$ cat src/rtl/sys_timer.sv
// Programmable down-counter timer with maskable IRQ, CTRL/PRESET/COUNT word registers.
// Latency: register writes land on the next clk edge; Dout and IRQ are combinational.
// Backpressure: none, the bus access always completes in one cycle.
module sys_timer (
    input  logic        clk,
    input  logic        reset,
    input  logic [31:2] Addr,
    input  logic        WE,
    input  logic [31:0] Din,
    output logic [31:0] Dout,
    output logic        IRQ
);

    typedef enum logic [1:0] {IDLE, LOAD, CNT, INT} state_t;

    state_t      state, state_nxt;
    logic [3:0]  ctrl;
    logic [31:0] preset;
    logic [31:0] count, count_nxt;
    logic        irq_flag, irq_flag_nxt;
    logic        clr_en;
    logic        en;
    logic        auto_rld;
    logic        wr_ctrl;
    logic        wr_preset;
    logic        unused_addr;

    assign en          = ctrl[0];
    assign auto_rld    = (ctrl[2:1] == 2'b01);
    assign wr_ctrl     = WE && (Addr[3:2] == 2'b00);
    assign wr_preset   = WE && (Addr[3:2] == 2'b01);
    assign unused_addr = ^Addr[31:4];

    always_comb begin
        state_nxt    = state;
        count_nxt    = count;
        irq_flag_nxt = irq_flag;
        clr_en       = 1'b0;
        case (state)
            IDLE: begin
                if (en) state_nxt = LOAD;
            end
            LOAD: begin
                count_nxt    = preset;
                irq_flag_nxt = 1'b0;
                state_nxt    = CNT;
            end
            CNT: begin
                if (!en) begin
                    state_nxt = IDLE;
                end else if (count > 32'd1) begin
                    count_nxt = count - 32'd1;
                end else begin
                    // PRESET of 0 or 1 both expire here, one cycle after LOAD
                    count_nxt    = 32'd0;
                    irq_flag_nxt = 1'b1;
                    state_nxt    = INT;
                end
            end
            INT: begin
                state_nxt = IDLE;
                if (auto_rld) irq_flag_nxt = 1'b0;
                else          clr_en       = 1'b1;
            end
            default: state_nxt = IDLE;
        endcase
    end

    always_ff @(posedge clk) begin
        if (reset) begin
            state    <= IDLE;
            count    <= 32'd0;
            irq_flag <= 1'b0;
        end else begin
            state    <= state_nxt;
            count    <= count_nxt;
            irq_flag <= irq_flag_nxt;
        end
    end

    // A bus write to CTRL wins over the one-shot Enable clear
    always_ff @(posedge clk) begin
        if (reset) begin
            ctrl   <= 4'd0;
            preset <= 32'd0;
        end else begin
            if (wr_ctrl)     ctrl    <= Din[3:0];
            else if (clr_en) ctrl[0] <= 1'b0;
            if (wr_preset)   preset  <= Din;
        end
    end

    always_comb begin
        Dout = 32'd0;
        case (Addr[3:2])
            2'b00:   Dout = {28'd0, ctrl};
            2'b01:   Dout = preset;
            2'b10:   Dout = count;
            default: Dout = 32'd0;
        endcase
    end

    assign IRQ = irq_flag & ctrl[3];

endmodule

$ cat config.mk
export PLATFORM = sky130hd
export DESIGN_NAME = sys_timer
export DESIGN_NICKNAME = d
export VERILOG_FILES = /design/src/rtl/sys_timer.sv
export SDC_FILE = /design/constraint.sdc
export NUM_CORES = 1
export LEC_CHECK = 0
export CAP_MARGIN = 0
export CORE_ASPECT_RATIO = 1.1
export CORE_MARGIN = 4
export CORE_UTILIZATION = 46
export CTS_BUF_LIST = sky130_fd_sc_hd__clkbuf_8
export CTS_CLUSTER_DIAMETER = 80
export DETAILED_ROUTE_END_ITERATION = 10
export PLACE_DENSITY = 0.78
export SLEW_MARGIN = 20
export SYNTH_ARGS = -nofsm -noshare
export SYNTH_HDL_FRONTEND = slang
export SYNTH_SLANG_ARGS = --single-unit
$ cat constraint.sdc
create_clock -name clk -period 2.1 [get_ports clk]
set_input_delay 0.315 -clock clk [delete_from_list [all_inputs] [get_ports clk]]
set_output_delay 0.315 -clock clk [all_outputs]
set_load 0.1 [all_outputs]
==> After elaboration in Yosys (flattened, before gate mapping) <==
Index checks and enable logic that the tools add are counted.
{ "word_totals": {"register_bits": 71, "word_cells": 46} }
{ "classes": {"addsub": 1, "muxes": 16, "n_eq_ne": 11, "magnitude_cmp": 1, "n_reduce_logical": 10, "n_bitwise": 1} }
{ "ops": {"columns": ["op", "n"], "rows": [
  ["32-bit case mux with 3 select lines", 1],
  ["32-bit two-way mux", 2],
  ["32-bit case mux with 2 select lines", 1],
  ["32-bit by 1-bit greater-than comparator with 1-bit output (second input constant)", 1],
  ["32-bit by 1-bit subtractor with 32-bit output (second input constant)", 1],
  ["2-bit != test (second input constant)", 4],
  ["2-bit case mux with 4 select lines", 1],
  ["1-bit two-way mux", 7],
  ["2-bit by 1-bit equality test with 1-bit output (second input constant)", 3],
  ["2-bit equality test (second input constant)", 3],
  ["2-bit two-way mux", 3],
  ["2-bit zero test", 2],
  ["2-bit AND reduction", 2],
  ["4-bit AND reduction", 1],
  ["2-bit nonzero test", 2],
  ["3-bit != test (second input constant)", 1],
  ["1-bit case mux with 3 select lines", 1],
  ["3-bit nonzero test", 1],
  ["1-bit logical AND", 2],
  ["1-bit bitwise AND", 1]
]} }

==> Logic depth before layout (Yosys ltp) <==
Gate-level depths: netlist (run 1).
{ "depth": {"word_depth": 5, "ltp_mapped": 9, "mapped_depth_nobuf": 8} }

==> Worst setup path after synthesis (run 1) <==
OpenSTA, ideal clock, no wires.
{ "synth_timing": {"kind": "input to output", "from": "in Addr[3] in the netlist's numbering", "to": "out Dout[0]", "cell_stages": 3, "t_arrival_ps": 2799, "path_slack_ps": -1014, "cell_sequence": "clkbuf_1 mux2i_1 o21ai_0"} }
{ "synth_via": {"elab_chain_cells": 2, "word_cells_on_any_way": 4, "cone_classes": "2 x eq/ne; 1 x mux; 1 x reduce/logical"} }
{ "synth_lines": {"columns": ["item", "line", "text"], "rows": [
  ["from (decl)", "7", "input logic [31:2] Addr,"],
  ["2-bit equality test, or another cell as far along", "95", "case (Addr[3:2])"],
  ["32-bit case mux with 3 select lines *", "95", null],
  ["to (decl)", "10", "output logic [31:0] Dout,"]
]} }
Every way passes the cells marked *; elsewhere a longest branch is shown, timed or not.

==> Worst setup path in the final report (run 1) <==
{ "layout_timing": {"from": "reg count[4]", "to": "reg count[26]"} }
{ "layout_via": {"elab_chain_cells": 4, "word_cells_on_any_way": 5, "cone_classes": "1 x add/sub; 1 x order compare; 3 x mux"} }
{ "layout_lines": {"columns": ["item", "line", "text"], "rows": [
  ["from (decl)", "19", "logic [31:0] count, count_nxt;"],
  ["from (signal assigned)", "76", "count <= count_nxt;"],
  ["32-bit by 1-bit subtractor with 32-bit output / 32-bit by 1-bit greater-than comparator with 1-bit output (equally long branches)", "52, 51", null],
  ["32-bit two-way mux *", "51", "end else if (count > 32'd1) begin"],
  ["32-bit two-way mux *", "49", "if (!en) begin"],
  ["32-bit case mux with 2 select lines *", "39", "case (state)"]
]} }
Every way passes the cells marked *; elsewhere a longest branch is shown, timed or not. The select of a mux whose other input is x is not followed.
A chain may end at the register's enable or synchronous reset.

==> results_dict.tcl, run 1 <==
set metrics [dict create \
    outcome "finished, final reports clean" \
    numPortBuffers 69 \
    cp_max_fo 5 \
    num_rows 35 \
    rsz0062_at_grt "yes" \
    core_area_um2 8360 \
    yosys-top-cells-area "dfxtp_1 36%, nand2_1 9.8%, a21oi_1 6.5%" \
    cts_buffers 9 \
    synth_top_area_frac 0.362 \
    finalSetupViolCount 0 \
    yosys_register_bits 71 \
    switching_power_mw 1.04 \
    ctsHoldBuffers 0 \
    period_share 0.998 \
    nFillCells 629 \
    critical_path.cell_chain "nor4_2 > buf_4 > and4_4 > nand3_2 > or3_1 > a21bo_1 > a2111oi_4" \
    synthFlopType "dfxtp_1" \
    firstDrtPassIters 7 \
    antenna_found_initial 0 \
    routed_via_density 5.98 \
    clkPwrFrac 0.358 \
    hpwl_um 8870 \
    cts_tree "yes" \
    fmax_mhz 477 \
    synth_area_um2 3930 \
    dpl_worst_slack_ps -43.4 \
    synthCells 519 \
    track_usage 0.260 \
    ioPinCount 98 \
    worstPathRequired_ps 2360 \
    synthTopCellsByCount "102 x nand2_1, 71 x dfxtp_1, 51 x a21oi_1" \
    worstHoldPathType "in2reg" \
    slew_headroom 0.717 \
    synth_warnings 0 \
    fin_crit_ps 2090 \
    powerDensity_nw_per_um2 602 \
    routedWlPerCell_um 17.4 \
    vias 4461 \
    ir_worst_vdd_uv 376 \
    tightest_slew_ps 423 \
    setup_ws_ps 5.24 \
    p_int_mw 2.52 \
    start_kind "register" \
    synthesis.nets 586 \
    max_stage_delay_ps 360 \
    seq_power_share 0.399 \
    fin_nets 697 \
    maxCapViolCount 0 \
    cts.sinks 71 \
    clockRootBuffer "clkbuf_8" \
    path_class "reg2reg" \
    yosysSeqAreaShare 0.362 \
    drt_iter0_markers 320 \
    die_w_um 96.1 \
    yosysTopAreaCell "dfxtp_1" \
    total_power_mw 3.56 \
    p_leak_nw 2.24 \
    syn_to_final_growth_pct 50.8 \
    power_frac_comb 0.243 \
    die_h_um 105 \
    initial_core_util 0.469 \
    fin_worst_skew_ps 9.65 \
    cts_max_path_buffers 2 \
    grt_pass1_wl_um 20900 \
    drv_slew 0 \
    wirelength_um 13000 \
    cp-end-kind "register" \
    drive_above_1_share 0.313 \
    gp_congestion 0.914 \
    grt-ovfl-total 0 \
    clk_latency_ps 350 \
    hold_viol 0 \
    synth.most_common_cell "nand2_1" \
    crit_arrival_ps 2350 \
    synth_area_per_cell_um2 7.56 \
    die_area_um2 10100 \
    clkSlewWorstSetupHoldPaths_ps 80 \
    antenna_cells 0 \
    drtAntennaViolNets 0 \
    synth_edf_count 0 \
    grt_pass1_vias 4403 \
    grt_max_degree 35 \
    async_flop_share 0 \
    htree_levels 3 \
    drc 0 \
    crit_slowest_cell "or3_1" \
    yosys.cell_types.count 60 \
    swShare 0.293 \
]
[through the flow]
stage	cells	hold slack [ps]	utilization	TNS (ps)	instance area [µm²]
CTS	744	232	0.695	-53.6	5810
global placement	723	457	0.657	-53.9	5490
finish	746	254	0.708	0	5920
global route	746	237	0.708	-469	5920
detailed placement	723	462	0.657	-54.5	5490
floorplan	519	446	-	-1160	4010
[flip-flops by register name, summed over array words and instances, names as in the netlist]
register  count
irq_flag      1
ctrl          4
count        32
preset       32
state         2
[layout by cell type, fill, tap and decap left out, types with 3 or more instances in the layout]
| cell type | synthesis | final |
|---|---|---|
| nand2_1 | 102 | 102 |
| buf_4 | 1 | 69 |
| dfxtp_1 | 71 | 68 |
| a21oi_1 | 51 | 50 |
| nor2_1 | 46 | 45 |
| clkdlybuf4s50_1 | 0 | 35 |
| buf_12 | 0 | 35 |
| o21ai_0 | 36 | 32 |
| a22o_2 | 1 | 26 |
| a211oi_1 | 24 | 22 |
| nand3_1 | 12 | 12 |
| clkbuf_8 | 2 | 11 |
| inv_1 | 11 | 9 |
| nor3_1 | 11 | 8 |
| mux2i_1 | 7 | 7 |
| nand4_1 | 6 | 6 |
| o21ai_2 | 0 | 5 |
| or4_4 | 1 | 4 |
| a31oi_1 | 4 | 4 |
| a221oi_2 | 1 | 4 |
| nor3_4 | 1 | 3 |
| nor4_1 | 5 | 3 |
| a32oi_1 | 3 | 3 |
| xnor2_1 | 3 | 3 |
| dfxtp_2 | 0 | 3 |
[routing by layer]
| metal | GRT usage | vias up | share of wire |
|---|---|---|---|
| met2 | 0.422 | 200 | 0.50 |
| li1 | - | 2087 | - |
| met3 | 0.0454 | 34 | 0.062 |
| met4 | 0.110 | 0 | 0.024 |
| met1 | 0.332 | 2140 | 0.42 |
| met5 | 0 | - | 0 |
[worst paths after layout]
path	startpoint	to	slack [ps]	depth (start not counted)
worst max-delay path	count[4]$_SDFFE_PP0P_	count[26]$_SDFFE_PP0P_	5	7
worst min-delay path	reset	count[17]$_SDFFE_PP0P_	250	2
worst max register to register	count[4]$_SDFFE_PP0P_	count[26]$_SDFFE_PP0P_	5	7
worst min register to register	preset[18]$_SDFFE_PP0P_	preset[18]$_SDFFE_PP0P_	470	2
[final cells by class]
type                       count  area (µm²)  area share
multi-input combinational    395        2490       0.420
timing repair buffer         142        1600       0.270
sequential                    71        1430       0.241
clock buffer                  11         151      0.0256
tap                          111         139      0.0235
clock inverter                 5        80.1      0.0135
inverter                      11        41.3     0.00698
[critical path, delay by kind of cell, from the launching register on]
family / cells / cell delay (ps)
AOI/OAI and AO/OA: 2 / 480
buffers and inverters: 1 / 170
DFF: 1 / 330
and+or+nand+nor: 4 / 1030
[power by group through the flow]
stage,combinational [mW],sequential (mW),clock [mW]
final,0.866,1.42,1.27
after global routing,0.926,1.43,1.34
after CTS,0.821,1.42,1.28
after detailed placement,0.795,1.45,0
after global placement,0.777,1.45,0
after floorplan,0.468,1.44,0
[kinds of logic (layout without fill, tap and decap cells)]
family | after synthesis | in the layout | share of synthesized area
DFF | 71 | 71 | 0.362
adders and majority gates | 2 | 2 | 0.00637
xor gates and xnor gates | 5 | 5 | 0.0112
muxes | 7 | 7 | 0.0179
buffers and inverters | 54 | 169 | 0.0625
and+or+nand+nor | 214 | 215 | 0.262
AOI/OAI and AO/OA | 166 | 166 | 0.278
[what timing repair did]
| item | 4_1_cts | 5_1_grt |
|---|---|---|
| pin swaps | 7 | 5 |
| gates resized for setup | 10 | 18 |
| setup endpoints to repair | 3 | 35 |
| setup buffers | 5 | 1 |
| gates cloned | 0 | 1 |
No activity file was read; power rests on OpenSTA's default activity.
==> run 2, diff against run 1 <==
--- a/config.mk
+++ b/config.mk
@@ -6,13 +6,15 @@
 export NUM_CORES = 1
 export LEC_CHECK = 0
 export CAP_MARGIN = 0
+export CELL_PAD_IN_SITES_DETAIL_PLACEMENT = 0
+export CELL_PAD_IN_SITES_GLOBAL_PLACEMENT = 1
 export CORE_ASPECT_RATIO = 1.1
 export CORE_MARGIN = 4
-export CORE_UTILIZATION = 46
+export CORE_UTILIZATION = 33
 export CTS_BUF_LIST = sky130_fd_sc_hd__clkbuf_8
 export CTS_CLUSTER_DIAMETER = 80
 export DETAILED_ROUTE_END_ITERATION = 10
-export PLACE_DENSITY = 0.78
+export PLACE_DENSITY_LB_ADDON = 0.1
 export SLEW_MARGIN = 20
 export SYNTH_ARGS = -nofsm -noshare
 export SYNTH_HDL_FRONTEND = slang
==> run 2 against run 1 <==
Effect of this change:
- register-to-register slack improved by 40 ps
- critical path depth unchanged
- worst hold slack improved by 220 ps
- largest power group unchanged
- die area increased by 36%
- sequential cell count unchanged
- combinational power decreased by 5.1%
- power decreased by 4.0%
- wire length decreased by 1.8%
- setup slack improved by 45 ps
- sequential power about the same
==> results_dict.tcl, run 2 (synthesis gave the netlist of run 1 again) <==
set metrics [dict create \
    outcome "finished, final reports clean" \
    htree_levels 3 \
    path_class "reg2reg" \
    drv_slew 0 \
    switching_power_mw 1.01 \
    hold_viol 0 \
    hpwl_um 9130 \
    nFillCells 1145 \
    cts_tree "yes" \
    initial_core_util 0.340 \
    p_leak_nw 2.22 \
    finalSetupViolCount 0 \
    rsz0062_at_grt "yes" \
    grt_max_degree 35 \
    drive_above_1_share 0.289 \
    wirelength_um 12700 \
    routedWlPerCell_um 16.4 \
    powerDensity_nw_per_um2 582 \
    period_share 0.976 \
    firstDrtPassIters 5 \
    clockRootBuffer "clkbuf_8" \
    ctsHoldBuffers 0 \
    fin_worst_skew_ps 7.73 \
    seq_area_um2 1420 \
    fin_nets 689 \
    core_area_um2 11500 \
    multi_input_area_um2 2410 \
    gp_congestion 0.831 \
    tightest_slew_ps 623 \
    die_h_um 122 \
    grt_pass1_wl_um 20700 \
    final_area_um2 5880 \
    clk_latency_ps 360 \
    drt_iter0_markers 208 \
    slew_headroom 0.584 \
    cts_max_path_buffers 2 \
    ir_worst_vdd_uv 242 \
    die_area_um2 13700 \
    num_rows 41 \
    vias 4173 \
    ioPinCount 98 \
    maxCapViolCount 0 \
    mostFrequentLayoutCell "nand2_1" \
    clkPwrFrac 0.344 \
    p_int_mw 2.41 \
    syn_to_final_growth_pct 49.7 \
    routed_via_density 5.37 \
    seq_power_share 0.415 \
    die_w_um 112 \
    track_usage 0.188 \
    fin_crit_ps 2050 \
    cp-end-kind "register" \
    numPortBuffers 69 \
    cts_buffers 9 \
    clkSlewWorstSetupHoldPaths_ps 80 \
    fin_util 0.509 \
    cts.sinks 71 \
    drc 0 \
    setup_ws_ps 50.1 \
    crit_arrival_ps 2310 \
    antenna_found_initial 0 \
    worstPathRequired_ps 2360 \
    antenna_cells 0 \
    placed_area_um2 5580 \
    power_frac_comb 0.241 \
    final_cell_mix "102 x nand2_1, 69 x dfxtp_1, 57 x buf_4, 51 x a21oi_1, 44 x nor2_1" \
    swShare 0.295 \
    reg_top3 "count x32, preset x32, ctrl x4" \
    grt-ovfl-total 0 \
    fmax_mhz 488 \
    cp_max_fo 2 \
    drtAntennaViolNets 0 \
    start_kind "register" \
    worstHoldPathType "reg2reg" \
    grt_pass1_vias 4170 \
    dpl_worst_slack_ps -94.8 \
    final.setup.tns_ps 0 \
]
[run 2: cell types whose count changed in the layout (fill, tap and decap cells not counted), moves of 2 or more]
cell and delta:
o21ai_1 +2, a221oi_1 +3, clkinvlp_4 -2, a221oi_2 -3, nor3_4 -2, buf_12 +5
buf_4 -12
[run 2: power groups by stage]
stage          Clock [mW]  Combinational (mW)  Sequential [mW]
2_1_floorplan           0               0.468             1.44
3_3_place_gp            0               0.792             1.45
3_5_place_dp            0               0.796             1.45
4_1_cts              1.20               0.807             1.42
5_1_grt              1.26               0.888             1.42
6_report             1.18               0.822             1.42
[run 2: per-stage QoR]
stage	instances	hold WS [ps]	total power [mW]
finish	777	478	3.42
global route	777	485	3.57
CTS	776	471	3.42
detailed placement	759	466	2.24
global placement	759	461	2.24
floorplan	519	446	1.91
[run 2: routing by layer]
| layer | up-vias | routed length (µm) | GRT usage |
|---|---|---|---|
| met1 | 1972 | 5640 | 0.230 |
| met2 | 99 | 6300 | 0.328 |
| li1 | 2087 | - | - |
| met5 | - | 0 | 0 |
| met3 | 15 | 567 | 0.0394 |
| met4 | 0 | 216 | 0.0654 |
[run 2: worst paths after layout]
check	cells past startpoint	slack [ps]	to	startpoint
hold reg to reg	2	480	preset[5]$_SDFFE_PP0P_	preset[5]$_SDFFE_PP0P_
setup / recovery	7	50	count[26]$_SDFFE_PP0P_	count[4]$_SDFFE_PP0P_
hold / removal	2	480	preset[5]$_SDFFE_PP0P_	preset[5]$_SDFFE_PP0P_
setup reg to reg	7	50	count[26]$_SDFFE_PP0P_	count[4]$_SDFFE_PP0P_
[run 2: critical path, cell delays in order, from the launching register on]
cell	delay, ps
dfxtp_1	340
nor4_4	300
buf_4	160
and4_4	240
nand3_2	80
or3_1	350
a21bo_1	180
a2111oi_2	290
[run 2: layout make-up]
class | count | share of cell area
tap | 150 | 0.0319
multi-input combinational | 394 | 0.410
clock inverter | 4 | 0.00745
inverter | 11 | 0.00703
timing repair buffer | 135 | 0.273
sequential | 71 | 0.242
clock buffer | 12 | 0.0281
[run 2: repair_timing]
action / in CTS / in global routing
pin swaps: 6 / 4
setup buffers: 1 / 1
gates resized for setup: 4 / 12
setup endpoints to repair: 19 / 41
==> run 3, diff against run 2 <==
--- a/config.mk
+++ b/config.mk
@@ -10,7 +10,7 @@
 export CELL_PAD_IN_SITES_GLOBAL_PLACEMENT = 1
 export CORE_ASPECT_RATIO = 1.1
 export CORE_MARGIN = 4
-export CORE_UTILIZATION = 33
+export CORE_UTILIZATION = 37
 export CTS_BUF_LIST = sky130_fd_sc_hd__clkbuf_8
 export CTS_CLUSTER_DIAMETER = 80
 export DETAILED_ROUTE_END_ITERATION = 10
==> constraint.sdc (replaced) <==
create_clock -name clk -period 2.05 [get_ports clk]
set_input_delay 0.3075 -clock clk [delete_from_list [all_inputs] [get_ports clk]]
set_output_delay 0.3075 -clock clk [all_outputs]
set_load 0.1 [all_outputs]
==> run 3 against run 2 <==
Effect of this change:
- the run now ends with setup timing left
- non-clock buffer count grew 22
- design area is 5.1% higher
- die area shrank 10%
- global-route usage is 3.8 points higher
- sequential power rose by 3%
- register-to-register slack worse by 60 ps
- via count is 5.5% higher
- critical path depth fell by 1
- utilization up 8.5 points
- sequential share of layout area decreased by 1.2 points
- worst hold slack got worse by 7.9 ps
- sequential cell count stayed put
- critical endpoint unchanged
- highest routed layer unchanged
==> results_dict.tcl, run 3 (synthesis gave the netlist of run 1 again) <==
set metrics [dict create \
    placed_area_um2 5610 \
    antenna_cells 0 \
    fin_util 0.594 \
    cp_max_fo 2 \
    drtAntennaViolNets 0 \
    p_leak_nw 2.36 \
    numPortBuffers 69 \
    core_area_um2 10400 \
    tightest_slew_ps 597 \
    start_kind "register" \
    hp-start "reset" \
    clockRootBuffer "clkbuf_8" \
    crit_arrival_ps 2310 \
    reg_top3 "count x32, preset x32, ctrl x4" \
    nFillCells 910 \
    switching_power_mw 1.07 \
    routed_via_density 5.54 \
    hold_viol 0 \
    maxCapViolCount 0 \
    power_frac_comb 0.261 \
    grt-ovfl-total 0 \
    num_rows 39 \
    final_cells 795 \
    final.setup.tns_ps -13.6 \
    firstDrtPassIters 5 \
    dpl_worst_slack_ps -155 \
    fin_worst_skew_ps 8.99 \
    ir_worst_vdd_uv 354 \
    p_int_mw 2.60 \
    vias 4402 \
    initial_core_util 0.378 \
    fmax_mhz 485 \
    grt_pass1_vias 4191 \
    track_usage 0.226 \
    clkSlewWorstSetupHoldPaths_ps 80 \
    worstHoldPathType "in2reg" \
    hpwl_um 9490 \
    rsz0062_at_grt "yes" \
    grt_pass1_wl_um 21900 \
    wirelength_um 13900 \
    cts_tree "yes" \
    gp_congestion 0.862 \
    cts.sinks 71 \
    path_class "reg2reg" \
    cp-end-kind "register" \
    die_w_um 106 \
    die_area_um2 12300 \
    ctsHoldBuffers 0 \
    seq_power_share 0.398 \
    outcome "finished with violations" \
    htree_levels 3 \
    powerDensity_nw_per_um2 595 \
    routedWlPerCell_um 17.4 \
    mostFrequentLayoutCell "nand2_1" \
    clk_latency_ps 340 \
    syn_to_final_growth_pct 57.3 \
    dp_cells 761 \
    period_share 1.01 \
    worstPathRequired_ps 2300 \
    violations "setup timing" \
    cts_max_path_buffers 2 \
    ioPinCount 98 \
    fin_crit_ps 2060 \
    r2r_start "count[18]$_SDFFE_PP0P_" \
    drc 0 \
    grt_max_degree 35 \
    finalSetupViolCount 1 \
    swShare 0.292 \
    final_cell_mix "102 x nand2_1, 73 x buf_4, 68 x dfxtp_1, 50 x a21oi_1, 45 x nor2_1" \
    drv_slew 0 \
    fin_nets 714 \
    cts_buffers 9 \
    drive_above_1_share 0.334 \
    antenna_found_initial 0 \
    final_area_um2 6170 \
    clkPwrFrac 0.341 \
    die_h_um 116 \
    setup_ws_ps -13.6 \
    slew_headroom 0.602 \
    crit_start "count[18]$_SDFFE_PP0P_" \
    drt_iter0_markers 286 \
]
[run 3: power groups by stage]
| stage | Combinational [mW] | Clock (mW) | Sequential (mW) |
|---|---|---|---|
| after floorplan | 0.483 | 0 | 1.48 |
| after global placement | 0.828 | 0 | 1.49 |
| after detailed placement | 0.833 | 0 | 1.49 |
| after CTS | 0.903 | 1.28 | 1.46 |
| after global routing | 1.02 | 1.34 | 1.47 |
| final | 0.958 | 1.25 | 1.46 |
[run 3: critical path: stages, from the launching register on]
cell and delay [ps]:
dfxtp_1 310, or4_4 570, nor3_4 180, nand3_2 100
or3_1 320, a21bo_1 200, a2111oi_4 280
[run 3: final timing paths]
path | end | slack [ps] | depth (start not counted)
worst max-delay path | count[26]$_SDFFE_PP0P_ | -10 | 6
worst max register to register | count[26]$_SDFFE_PP0P_ | -10 | 6
worst min-delay path | count[8]$_SDFFE_PP0P_ | 470 | 2
worst min register to register | preset[14]$_SDFFE_PP0P_ | 480 | 2
[run 3: layout make-up]
class	count	area, µm²	share of cell area
clock buffer	10	138	0.0223
clock inverter	6	85.1	0.0138
inverter	11	41.3	0.00669
multi-input combinational	397	2530	0.410
sequential	71	1430	0.231
tap	143	179	0.0290
timing repair buffer	157	1780	0.288
[run 3: stage by stage]
stage | hold slack, ps | total power [mW]
after floorplan | 443 | 1.96
after global placement | 467 | 2.32
after detailed placement | 475 | 2.32
after CTS | 429 | 3.64
after global routing | 469 | 3.83
final | 470 | 3.67
[run 3: metal layers]
layer	wire length, µm	track usage	share of wire
met5	0	0	0
met2	6000	0.341	0.43
met3	1010	0.0357	0.073
met4	313	0.0933	0.023
met1	6520	0.323	0.47
[run 3: timing repair]
action | in CTS | in global routing
resized for setup | 12 | 27
setup buffers | 13 | 2
endpoints found under the setup margin | 30 | 30
pin swaps | 13 | 17
endpoints found under the hold margin | 0 | 0
cloned | 3 | 0
